<file path="config.mk">
export PLATFORM = sky130hd
export DESIGN_NAME = sel_pipe_mux
export DESIGN_NICKNAME = d
export VERILOG_FILES = /design/src/rtl/sel_pipe_mux.sv
export SDC_FILE = /design/constraint.sdc
export NUM_CORES = 1
export LEC_CHECK = 0
export ABC_AREA = 1
export BUFFER_PORTS_ARGS = -buffer_cell sky130_fd_sc_hd__buf_2
export CAP_MARGIN = 15
export CORE_ASPECT_RATIO = 1.2
export CORE_MARGIN = 5
export CORE_UTILIZATION = 40
export CTS_CLUSTER_SIZE = 12
export DETAILED_ROUTE_END_ITERATION = 7
export PLACE_DENSITY_LB_ADDON = 0.2
export SYNTH_ARGS = -nofsm -noshare
export SYNTH_HDL_FRONTEND = slang
export SYNTH_SLANG_ARGS = --single-unit
</file>
<file path="constraint.sdc">
create_clock -name clk -period 3.9 [get_ports clk]
set_input_delay 0.585 -clock clk [delete_from_list [all_inputs] [get_ports clk]]
set_output_delay 0.585 -clock clk [all_outputs]
set_load 0.02 [all_outputs]
</file>
<file path="src/rtl/sel_pipe_mux.sv">
// N-input registered select stage with valid/ready handshake and one skid entry; optional SEL_PIPE_MUX_PARITY_EN adds out_parity.
// Latency 1 cycle; in_ready is registered (skid empty) and never depends combinationally on out_ready.
module sel_pipe_mux #(
    parameter int WIDTH  = 32,
    parameter int NUM_IN = 3,
    parameter int SEL_W  = 2
) (
    input  logic                    clk,
    input  logic                    reset,
    input  logic [NUM_IN*WIDTH-1:0] in_data,
    input  logic [SEL_W-1:0]        in_sel,
    input  logic                    in_valid,
    output logic                    in_ready,
    output logic [WIDTH-1:0]        out_data,
    output logic [SEL_W-1:0]        out_sel,
    output logic                    out_valid,
    input  logic                    out_ready,
    output logic                    sel_err
`ifdef SEL_PIPE_MUX_PARITY_EN
    ,
    output logic                    out_parity
`endif
);

    typedef enum logic [1:0] {EMPTY, ONE, FULL} state_t;

    typedef struct packed {
        logic [WIDTH-1:0] dat;
        logic [SEL_W-1:0] sel;
`ifdef SEL_PIPE_MUX_PARITY_EN
        logic             par;
`endif
    } beat_t;

    state_t state, state_nxt;
    beat_t  cap, main_q, skid_q;
    logic   cap_hit;
    logic   ld_main_cap, ld_main_skid, ld_skid;
    logic   accept;

    // Out-of-range selects match no input, leaving the captured data at zero.
    always_comb begin
        cap     = '0;
        cap_hit = 1'b0;
        cap.sel = in_sel;
        for (int i = 0; i < NUM_IN; i++) begin
            if (in_sel == SEL_W'(i)) begin
                cap.dat = in_data[i*WIDTH +: WIDTH];
                cap_hit = 1'b1;
            end
        end
`ifdef SEL_PIPE_MUX_PARITY_EN
        cap.par = ^cap.dat;
`endif
    end

    assign out_valid = (state != EMPTY);
    assign in_ready  = (state != FULL);
    assign accept    = in_valid && in_ready;

    always_comb begin
        state_nxt    = state;
        ld_main_cap  = 1'b0;
        ld_main_skid = 1'b0;
        ld_skid      = 1'b0;
        case (state)
            EMPTY: begin
                if (in_valid) begin
                    ld_main_cap = 1'b1;
                    state_nxt   = ONE;
                end
            end
            ONE: begin
                if (in_valid && out_ready) begin
                    ld_main_cap = 1'b1;
                end else if (in_valid) begin
                    ld_skid   = 1'b1;
                    state_nxt = FULL;
                end else if (out_ready) begin
                    state_nxt = EMPTY;
                end
            end
            FULL: begin
                if (out_ready) begin
                    ld_main_skid = 1'b1;
                    state_nxt    = ONE;
                end
            end
            default: state_nxt = EMPTY;
        endcase
    end

    always_ff @(posedge clk or posedge reset) begin
        if (reset) begin
            state   <= EMPTY;
            main_q  <= '0;
            skid_q  <= '0;
            sel_err <= 1'b0;
        end else begin
            state <= state_nxt;
            if (ld_main_cap) begin
                main_q <= cap;
            end else if (ld_main_skid) begin
                main_q <= skid_q;
            end
            if (ld_skid) begin
                skid_q <= cap;
            end
            if (accept && !cap_hit) begin
                sel_err <= 1'b1;
            end
        end
    end

    assign out_data = main_q.dat;
    assign out_sel  = main_q.sel;
`ifdef SEL_PIPE_MUX_PARITY_EN
    assign out_parity = main_q.par;
`endif

endmodule

</file>
## Yosys cells after proc, flatten, opt, wreduce, memory -nomap -nowiden

Cells that the tools add are included.

- Equality and inequality tests: 9
- Mux-type cells: 21
- Reductions and logical operators: 9

Operator list:

| cell | count |
|---|---|
| $mux 32 | 3 |
| $mux 34 | 2 |
| $mux 2 | 5 |
| $mux 1 | 9 |
| $ne 2x2->1 const B | 4 |
| $pmux 2 s3 | 1 |
| $eq 2x1->1 const B | 2 |
| $eq 2x2->1 const B | 2 |
| $logic_not 2->1 | 2 |
| $reduce_and 4->1 | 1 |
| $reduce_bool 2->1 | 2 |
| $logic_and 1x1->1 | 3 |
| $ne 3x3->1 const B | 1 |
| $pmux 1 s2 | 1 |
| $logic_not 1->1 | 1 |

- Flip-flop bits (word level): 71
- Output and inout bits: 37
- Word-level logic and storage cells: 45

## Longest topological paths before layout

Gate-level depths: netlist of the first run.

- Depth after elaboration: 6
- Mapped depth: 8
- Gate-level depth less buffers: 7

## Worst setup path after synthesis of the first run

OpenSTA, ideal clock, no wires.

- Path kind: in2reg
- Start: in in_sel[0]
- End: reg main_q, in the netlist out_data[10]
- Library setup time: 0.069 ns
- Arrival time: 1.293 ns
- Slack: 2.538 ns
- Stages: 7
- Path buffers: 2
- Cells stage by stage: buf_4 > nor2_4 > buf_2 > nand2_1 > nand3_1 > nand2_1 > nand3_1

- Cells in the longest elaborated chain, start to end: 5

RTL lines:

| what | line | source |
|---|---|---|
| from (decl) | 11 | `input logic [SEL_W-1:0] in_sel,` |
| $logic_not 2->1 | 47 | `if (in_sel == SEL_W'(i)) begin` |
| $mux 32 (2 in a row) | 47 |  |
| $mux 32 (*) | 47 |  |
| $mux 34 (*) | 101 | `if (ld_main_cap) begin` |
| to (signal assigned) | 102 | `main_q <= cap;` |
| to (signal assigned) | 104 | `main_q <= skid_q;` |
| to (decl) | 36 | `beat_t cap, main_q, skid_q;` |

Every way passes the cells marked *; elsewhere a longest branch is shown, timed or not.
A chain may end at the register's enable or synchronous reset.

## Worst setup path in the final report of the first run

- Start: in in_sel[0]
- End: reg main_q, in the netlist out_data[21]

Same word-level chain as after synthesis.

==> flow_summary.json, run 1 <==
{
  "io_buffers": 138,
  "max_cap_violations": 0,
  "h-tree-depth": 3,
  "synth_flop_cell": "dfrtp_1",
  "r2r-start": "state[1]",
  "clk_latency_ns": 0.33,
  "dieHeight_um": 117,
  "status": "completed",
  "r2r-end": "skid_q[13]",
  "rsz0062_at_grt": "no",
  "routabilityCongestion": 0.813,
  "yosysUniqueCellTypes": 19,
  "drt_iter0_markers": 141,
  "relSlewSlack_pct": 47.2,
  "grtUsageTotal_pct": 19.7,
  "timing.final.max_slew_violations": 0,
  "die_w_um": 99.0,
  "cts.sink_count": 71,
  "max-vdd-ir-drop_v": 0.000243,
  "grt_pass1_wl_um": 18300,
  "power_density_nw_per_um2": 540,
  "final.period_utilization_pct": 50.2,
  "setup_viol_count_final": 0,
  "die-area_um2": 11600,
  "post-place-cells": 758,
  "crit_fanout": 21,
  "syn_nets": 625,
  "nNetsFinal": 748,
  "yosysSeqAreaShare_pct": 46.7,
  "post-cts-setup-buffers": 0,
  "cp-end-kind": "flop",
  "wirelength_um": 10800,
  "root_buffer": "clkbuf_16",
  "synth_async_sr_flop_share_pct": 100,
  "fin_skew_ns": 0.00335,
  "hold_violations": 0,
  "antennaDiodeCount": 0,
  "netlist_area_um2": 3800,
  "design.core.area_um2": 9420,
  "yosysWarnings": 0,
  "vias_per_cell": 4.89,
  "stdcell_count": 774,
  "synth_top_area_share_pct": 46.7,
  "antenna_found_initial": 0,
  "routedWlPerCell_um": 14.0,
  "synth_top_area_cell": "dfrtp_1",
  "crit_required_ns": 4.16,
  "grt_start_max_net_pins": 44,
  "cts_hold_buf": 0,
  "holdWs_ns": 0.411,
  "area_growth_pct": 26.2,
  "crit_type": "input pin to flop",
  "crit_path_start_kind": "input pin",
  "vias": 3785,
  "synth-edff-count": 0,
  "cts_made_buffers": 9,
  "first_global_vias": 3825,
  "hp-class": "input pin to asynchronous set/reset pin",
  "rows": 39,
  "firstDrtPassIters": 4,
  "ys_ff_latch": 71,
  "cts_tree": "built",
  "cp.arrival_ns": 2.22,
  "drive_above_1_share_pct": 26.9,
  "drc": 0,
  "fin_setup_tns_ns": 0,
  "p_leak_nw": 2.57,
  "ff2ff_path_depth": 5,
  "ff2ff_setup_slack_ns": 2.16,
  "syn_inst": 523,
  "fmax_mhz": 511,
  "io_pins": 139,
  "avgSynthCellArea_um2": 7.27,
  "start_util_pct": 40.4,
  "antenna_left": 0,
  "clk_pin_slew_ns": 0.05,
  "dp_hpwl_um": 7500,
  "yosys-top-cells-count": "216 x nand2_1, 89 x nand3_1, 71 x dfrtp_1, 38 x nor2_1, 22 x inv_1",
  "min_period_ns": 1.96,
  "grt_overflow": 0,
  "synth_most_common_cell": "nand2_1",
  "tightest_slew_ns": 0.791,
  "crit_path_start": "in_sel[0]",
  "cts_resized": 0,
  "synthTopCellsByArea": "dfrtp_1 47%, nand2_1 21%, nand3_1 12%",
  "ctsLongestPathBuffers": 2
}
==> critical path, stage by stage <==
cell     delay (ns)
buf_2          0.25
nor2_2         0.64
buf_4          0.36
nand2_1        0.08
nand3_1        0.13
nand2_1        0.07
nand3_1        0.10
==> worst max path at each step <==
stage / slack (ns) / end
6_report: 1.94 / out_data[21]
4_1_cts: 1.96 / out_data[21]
3_5_place_dp: 1.62 / out_data[9]
2_1_floorplan: 1.52 / out_data[0]
5_1_grt: 1.80 / out_data[21]
3_3_place_gp: 1.70 / out_data[14]
==> logic make-up after synthesis <==
| group | after synthesis | synth area share (%) |
|---|---|---|
| buf+inv | 57 | 7.63 |
| simple gates | 364 | 41.4 |
| compound gates | 31 | 4.21 |
| flops | 71 | 46.7 |
==> cells in the final DEF (no fill, tap or decap), types with 6 or more instances in the layout <==
master     instances
o21ai_0           18
buf_2            138
clkbuf_16          9
nand4_1            8
inv_2              6
nand2_1          216
inv_1             21
dfrtp_1           71
nand3_1           89
nor2_1            38
o21ai_1           11
nor2_4             6
==> where the power goes <==
group	switching, mW	internal (mW)	total, mW	leakage [nW]
clock network	0.297	0.548	0.845	0.149
registers	0.0952	0.948	1.04	0.880
logic	0.459	0.243	0.702	1.54
==> layout make-up <==
cell class              count  area (um^2)
clock buffers              14          274
clock inverters             2         37.5
fillers                   944         4620
inverters                  27          101
multi-input cells         395         1740
flip-flops and latches     71         1780
well taps                 123          154
repair buffers            142          721
==> sequential cells by signal, indices dropped and copies added, names as in the netlist <==
register	cells
out_data	32
state	2
skid_q	34
sel_err	1
out_sel	2
==> metal layers <==
metal / wire (um) / GRT usage [%]
met5: 0 / 0
met3: 778 / 4.62
met4: 166 / 6.01
met2: 5140 / 33.7
met1: 4750 / 24.9
==> metrics by stage <==
stage | util, % | total power [mW] | worst slack [ns] | instance area (um^2)
2_1_floorplan | - | 1.53 | 1.52 | 3800
3_3_place_gp | 47.7 | 1.75 | 1.70 | 4490
3_5_place_dp | 47.7 | 1.77 | 1.62 | 4490
4_1_cts | 51.0 | 2.62 | 1.96 | 4800
5_1_grt | 51.0 | 2.77 | 1.80 | 4800
6_report | 51.0 | 2.59 | 1.94 | 4800
No activity file was read; power rests on OpenSTA's default activity.
==> run 2: changes to the inputs <==
--- a/config.mk
+++ b/config.mk
@@ -5,7 +5,7 @@
 export SDC_FILE = /design/constraint.sdc
 export NUM_CORES = 1
 export LEC_CHECK = 0
-export ABC_AREA = 1
+export ABC_AREA = 0
 export BUFFER_PORTS_ARGS = -buffer_cell sky130_fd_sc_hd__buf_2
 export CAP_MARGIN = 15
 export CORE_ASPECT_RATIO = 1.2
==> constraint.sdc (replaced) <==
create_clock -name clk -period 1.9 [get_ports clk]
set_input_delay 0.285 -clock clk [delete_from_list [all_inputs] [get_ports clk]]
set_output_delay 0.285 -clock clk [all_outputs]
set_load 0.02 [all_outputs]
==> flow_summary.json, run 2 <==
{
  "yosysWarnings": 0,
  "routedWlPerCell_um": 15.6,
  "syn_inst": 310,
  "nNetsFinal": 551,
  "holdWs_ns": 0.209,
  "crit_path_start_kind": "flop",
  "cts_tree": "built",
  "yosysSeqAreaShare_pct": 48.6,
  "ff2ff_setup_slack_ns": 0.42,
  "netlist_area_um2": 3660,
  "fmax_mhz": 657,
  "stdcell_count": 574,
  "drc": 0,
  "cts_resized": 0,
  "firstDrtPassIters": 4,
  "place_area_um2": 4500,
  "yosysUniqueCellTypes": 22,
  "design.core.area_um2": 8990,
  "clk_latency_ns": 0.33,
  "setup_slack_ns": 0.378,
  "synth_async_sr_flop_share_pct": 100,
  "max_cap_violations": 0,
  "io_pins": 139,
  "dieHeight_um": 115,
  "wirelength_um": 8940,
  "cp-end-kind": "primary output",
  "clk_pin_slew_ns": 0.08,
  "avgSynthCellArea_um2": 11.8,
  "area_growth_pct": 28.4,
  "r2r-start": "state[1]",
  "antenna_left": 0,
  "grt_start_max_net_pins": 37,
  "timing.final.max_slew_violations": 0,
  "grtUsageTotal_pct": 16.6,
  "crit_chain": "or2_2 > buf_2",
  "largest_reg_flops": 34,
  "fin_skew_ns": 0.00932,
  "die-area_um2": 11200,
  "yosys-top-cells-count": "97 x mux2i_1, 71 x dfrtp_1, 33 x a21oi_1, 32 x a2bb2oi_1, 32 x nor2_1",
  "dp_hpwl_um": 6670,
  "antennaDiodeCount": 0,
  "final.period_utilization_pct": 80.1,
  "synth_top_area_share_pct": 48.6,
  "path_delay_family": "flip-flops",
  "ctsLongestPathBuffers": 2,
  "first_global_vias": 3034,
  "cp_slowest_cell": "dfrtp_1",
  "status": "completed",
  "vias_per_cell": 5.00,
  "hold_path_end": "state[1]",
  "h-tree-depth": 3,
  "crit_fanout": 7,
  "rows": 38,
  "crit_type": "flop to primary output",
  "grt_pass1_wl_um": 14900,
  "rsz0062_at_grt": "no",
  "max-vdd-ir-drop_v": 0.000457,
  "cpPeakStageDelay_ns": 0.44,
  "die_w_um": 97.3,
  "antenna_found_initial": 0,
  "post-place-cells": 557,
  "hp-class": "input pin to flop",
  "p_leak_nw": 2.61,
  "fin_setup_tns_ns": 0,
  "final_common_cell": "buf_2",
  "synth_flop_cell": "dfrtp_1",
  "io_buffers": 138,
  "regMostFlops": "skid_q",
  "hold_depth": 2,
  "hold_violations": 0,
  "syn_nets": 412,
  "cts_made_buffers": 9,
  "finalPower_mw": 5.35,
  "synth-edff-count": 0,
  "synth_top_area_cell": "dfrtp_1",
  "power_density_nw_per_um2": 1140,
  "final_cell_mix": "138 x buf_2, 97 x mux2i_1, 71 x dfrtp_1, 33 x a21oi_1",
  "drive_above_1_share_pct": 39.4,
  "drt_iter0_markers": 55,
  "setup_viol_count_final": 0,
  "ff2ff_path_depth": 4,
  "start_util_pct": 40.7,
  "synth_most_common_cell": "mux2i_1",
  "path_buf_inv": 1,
  "final_area_um2": 4700,
  "place_ws_ns": 0.415,
  "r2r-end": "out_data[24]",
  "root_buffer": "clkbuf_8",
  "grt_overflow": 0,
  "vias": 2872,
  "min_period_ns": 1.52,
  "utilization_pct": 52.3,
  "hp-start": "out_ready",
  "cp.arrival_ns": 1.24,
  "routabilityCongestion": 0.767,
  "ys_ff_latch": 71,
  "synthTopCellsByArea": "dfrtp_1 49%, mux2i_1 27%, a2bb2oi_1 7.7%",
  "tightest_slew_ns": 0.544,
  "crit_required_ns": 1.62,
  "cts.sink_count": 71,
  "relSlewSlack_pct": 63.6
}
## run 2: cell count changes in the layout (fill, tap and decap cells not counted), moves of 8 or more
cell | before | now
clkbuf_16 | 9 | 0
nand3_1 | 89 | 0
a2bb2oi_1 | 0 | 32
inv_1 | 21 | 0
buf_4 | 4 | 12
clkbuf_8 | 3 | 11
o21ai_1 | 11 | 0
nand4_1 | 8 | 0
mux2i_1 | 0 | 97
nand2_1 | 216 | 0
a21oi_1 | 0 | 33
o21ai_0 | 18 | 0
## run 2: final cells by class
| cell class | count | area (um^2) |
|---|---|---|
| fill | 830 | 4290 |
| sequential | 71 | 1780 |
| multi-input combinational | 211 | 1710 |
| timing repair buffer | 155 | 871 |
| clock buffer | 11 | 151 |
| tap | 120 | 150 |
| clock inverter | 5 | 32.5 |
| inverter | 1 | 7.51 |
## run 2: worst reg2reg max path: cells and delay by family, from the launching register on
family	cells	cell delay (ns)
buffers and inverters	1	0.32
multiplexers	2	0.32
AND/OR/NAND/NOR	1	0.27
flip-flops	1	0.44
## run 2: worst max-delay path by stage
stage	cells past startpoint	endpoint	slack [ns]	from
after global routing	4	out_data[26]	0.30	state[1]
after CTS	2	out_valid	0.36	state[1]
after global placement	6	skid_q[19]	0.48	in_sel[1]
after floorplan	4	out_sel[0]	0.56	state[0]
final	2	out_valid	0.38	state[1]
after detailed placement	4	out_data[24]	0.42	state[1]
## run 2: where the power goes
part	internal, mW	switching (mW)	total (mW)
sequential	2.09	0.309	2.40
clock	0.540	0.559	1.10
combinational	0.838	1.01	1.85
## run 2: cell families after synthesis
| group | after synthesis | share of synthesized area, % |
|---|---|---|
| muxes | 103 | 28.8 |
| DFF | 71 | 48.6 |
| AOI/OAI and AO/OA | 68 | 12.8 |
| and+or+nand+nor | 40 | 4.93 |
| buffers and inverters | 28 | 4.86 |
## run 2: what timing repair did
| item | CTS | global route |
|---|---|---|
| hold buffers | 1 | 0 |
| buffers inserted | 0 | 0 |
| endpoints found under the hold margin | 21 | 0 |
## run 2: per-layer routing
metal  up-vias  wire length [um]  track usage (%)
met5         -                 0                0
met4         0               101             6.09
met3         5               608             4.43
met2        98              4260             27.4
met1      1355              3960             21.2
li1       1414                 -                -
==> run 3: changes to the inputs <==
==> constraint.sdc (replaced) <==
create_clock -name clk -period 1.4 [get_ports clk]
set_input_delay 0.21 -clock clk [delete_from_list [all_inputs] [get_ports clk]]
set_output_delay 0.21 -clock clk [all_outputs]
set_load 0.02 [all_outputs]
==> flow_summary.json, run 3 (synthesized netlist as in run 2, its figures left out) <==
{
  "combPwrFrac_pct": 35.7,
  "swShare_pct": 33.8,
  "drc": 0,
  "tightest_slew_ns": 0.390,
  "final.period_utilization_pct": 102,
  "cts.sink_count": 71,
  "cp_slowest_cell": "dfrtp_1",
  "firstDrtPassIters": 4,
  "dp_hpwl_um": 6430,
  "fin_setup_tns_ns": -0.0723,
  "drt_iter0_markers": 47,
  "rows": 38,
  "final_cell_mix": "136 x buf_2, 97 x mux2i_1, 71 x dfrtp_1, 32 x a2bb2oi_1, 28 x nor2_1",
  "grt_pass1_wl_um": 15200,
  "drive_above_1_share_pct": 43.0,
  "p_leak_nw": 2.74,
  "cts_made_buffers": 9,
  "largest_reg_flops": 34,
  "clk_latency_ns": 0.34,
  "routabilityCongestion": 0.737,
  "grt_start_max_net_pins": 72,
  "clk_pin_slew_ns": 0.07,
  "cp-end-kind": "flop",
  "status": "finished with violations",
  "seqCellArea_um2": 1780,
  "antennaDiodeCount": 0,
  "final_area_um2": 4980,
  "min_period_ns": 1.42,
  "finalPower_mw": 7.73,
  "die_w_um": 97.3,
  "power_frac_seq_pct": 42.4,
  "ctsLongestPathBuffers": 2,
  "antenna_left": 0,
  "cpPeakStageDelay_ns": 0.39,
  "die-area_um2": 11200,
  "hold_violations": 0,
  "design.core.area_um2": 8990,
  "power_frac_clock_pct": 22.0,
  "vias_per_cell": 5.13,
  "io_buffers": 138,
  "p_sw_mw": 2.62,
  "antenna_found_initial": 0,
  "timing.final.max_slew_violations": 0,
  "nNetsFinal": 560,
  "p_int_mw": 5.12,
  "routedWlPerCell_um": 16.2,
  "vias": 2991,
  "root_buffer": "clkbuf_8",
  "grt_overflow": 0,
  "fmax_mhz": 704,
  "wirelength_um": 9470,
  "crit_required_ns": 1.63,
  "fin_skew_ns": 0.00638,
  "final_common_cell": "buf_2",
  "cpMostUsedCell": "mux2_4",
  "utilization_pct": 55.5,
  "area_growth_pct": 36.3,
  "setup_slack_ns": -0.0211,
  "crit_chain": "buf_4 > nand3b_1 > buf_6 > mux2_4 > mux2_4",
  "cp.arrival_ns": 1.65,
  "hp-class": "input pin to flop",
  "violations": "setup timing",
  "crit_path_start_kind": "flop",
  "ff2ff_setup_slack_ns": -0.02,
  "power_density_nw_per_um2": 1550,
  "dieHeight_um": 115,
  "first_global_vias": 3107,
  "crit_fanout": 5,
  "cts_tree": "built",
  "path_buf_inv": 2,
  "path_delay_family": "multiplexers",
  "place_ws_ns": -0.0404,
  "place_area_um2": 4580,
  "start_util_pct": 40.7,
  "setup_viol_count_final": 6,
  "max_cap_violations": 0,
  "relSlewSlack_pct": 74.0,
  "fillCellCount": 776,
  "max-vdd-ir-drop_v": 0.000701,
  "h-tree-depth": 3,
  "multi_input_comb_area_um2": 1770,
  "rsz0062_at_grt": "yes",
  "io_pins": 139,
  "regMostFlops": "skid_q",
  "grtUsageTotal_pct": 17.0,
  "crit_type": "flop to flop"
}
==> run 3: changes by cell type in the layout (fill, tap and decap cells not counted), moves of 2 or more <==
cell and change:
a21oi_1 -6, a21oi_2 +6, buf_6 +4, buf_12 +4, nor2_1 -4, nor2_4 +2
clkbuf_16 +2, mux2_1 -2, mux2_4 +2, nor2_2 +2, buf_2 -2, clkinvlp_4 -3
==> run 3: power groups by stage <==
stage	Sequential [mW]	Clock (mW)	Combinational (mW)
2_1_floorplan	3.65	0	1.32
6_report	3.27	1.70	2.76
4_1_cts	3.26	1.74	2.67
3_5_place_dp	3.29	0	2.61
5_1_grt	3.38	1.83	3.05
3_3_place_gp	3.26	0	2.53
==> run 3: per-layer routing <==
layer	global-route usage, %	wire (um)	up-vias
met2	28.4	4640	101
met1	20.9	4030	1454
li1	-	-	1427
met4	5.91	132	0
met3	5.83	675	9
met5	0	0	-
==> run 3: cell type report <==
class	instances	area share [%]
tap	120	3.01
timing repair buffer	164	21.5
sequential	71	35.7
multi-input combinational	211	35.5
clock inverter	3	0.803
inverter	1	0.151
clock buffer	13	3.39
==> run 3: worst reg2reg max path, delay by kind of cell (launching register included) <==
family | cells | cell delay (ns)
multiplexers | 2 | 0.55
buffers and inverters | 2 | 0.29
AND/OR/NAND/NOR | 1 | 0.09
flip-flops | 1 | 0.39
==> run 3: repair_timing <==
action / CTS / global route
resized for setup: 9 / 17
setup buffers: 3 / 0
gates cloned: 1 / 2
hold buffers: 1 / 0
hold endpoints to repair: 71 / 0
pin swaps: 1 / 0
endpoints found under the setup margin: 50 / 69
==> run 3: stage by stage <==
stage / hold slack (ns) / cells
detailed placement: 0.349 / 560
global route: 0.112 / 583
finish: 0.123 / 583
floorplan: 0.310 / 310
global placement: 0.339 / 560
CTS: 0.0938 / 581
==> run 3: path summary, 6_finish.rpt <==
check                          start      endpoint  cells past startpoint
hold reg to reg              sel_err       sel_err                      1
max in group asynchronous      reset  out_data[22]                      4
setup / recovery            state[1]    out_sel[0]                      5
min in group asynchronous      reset   out_data[7]                      4
setup reg to reg            state[1]    out_sel[0]                      5
hold / removal             out_ready      state[1]                      2
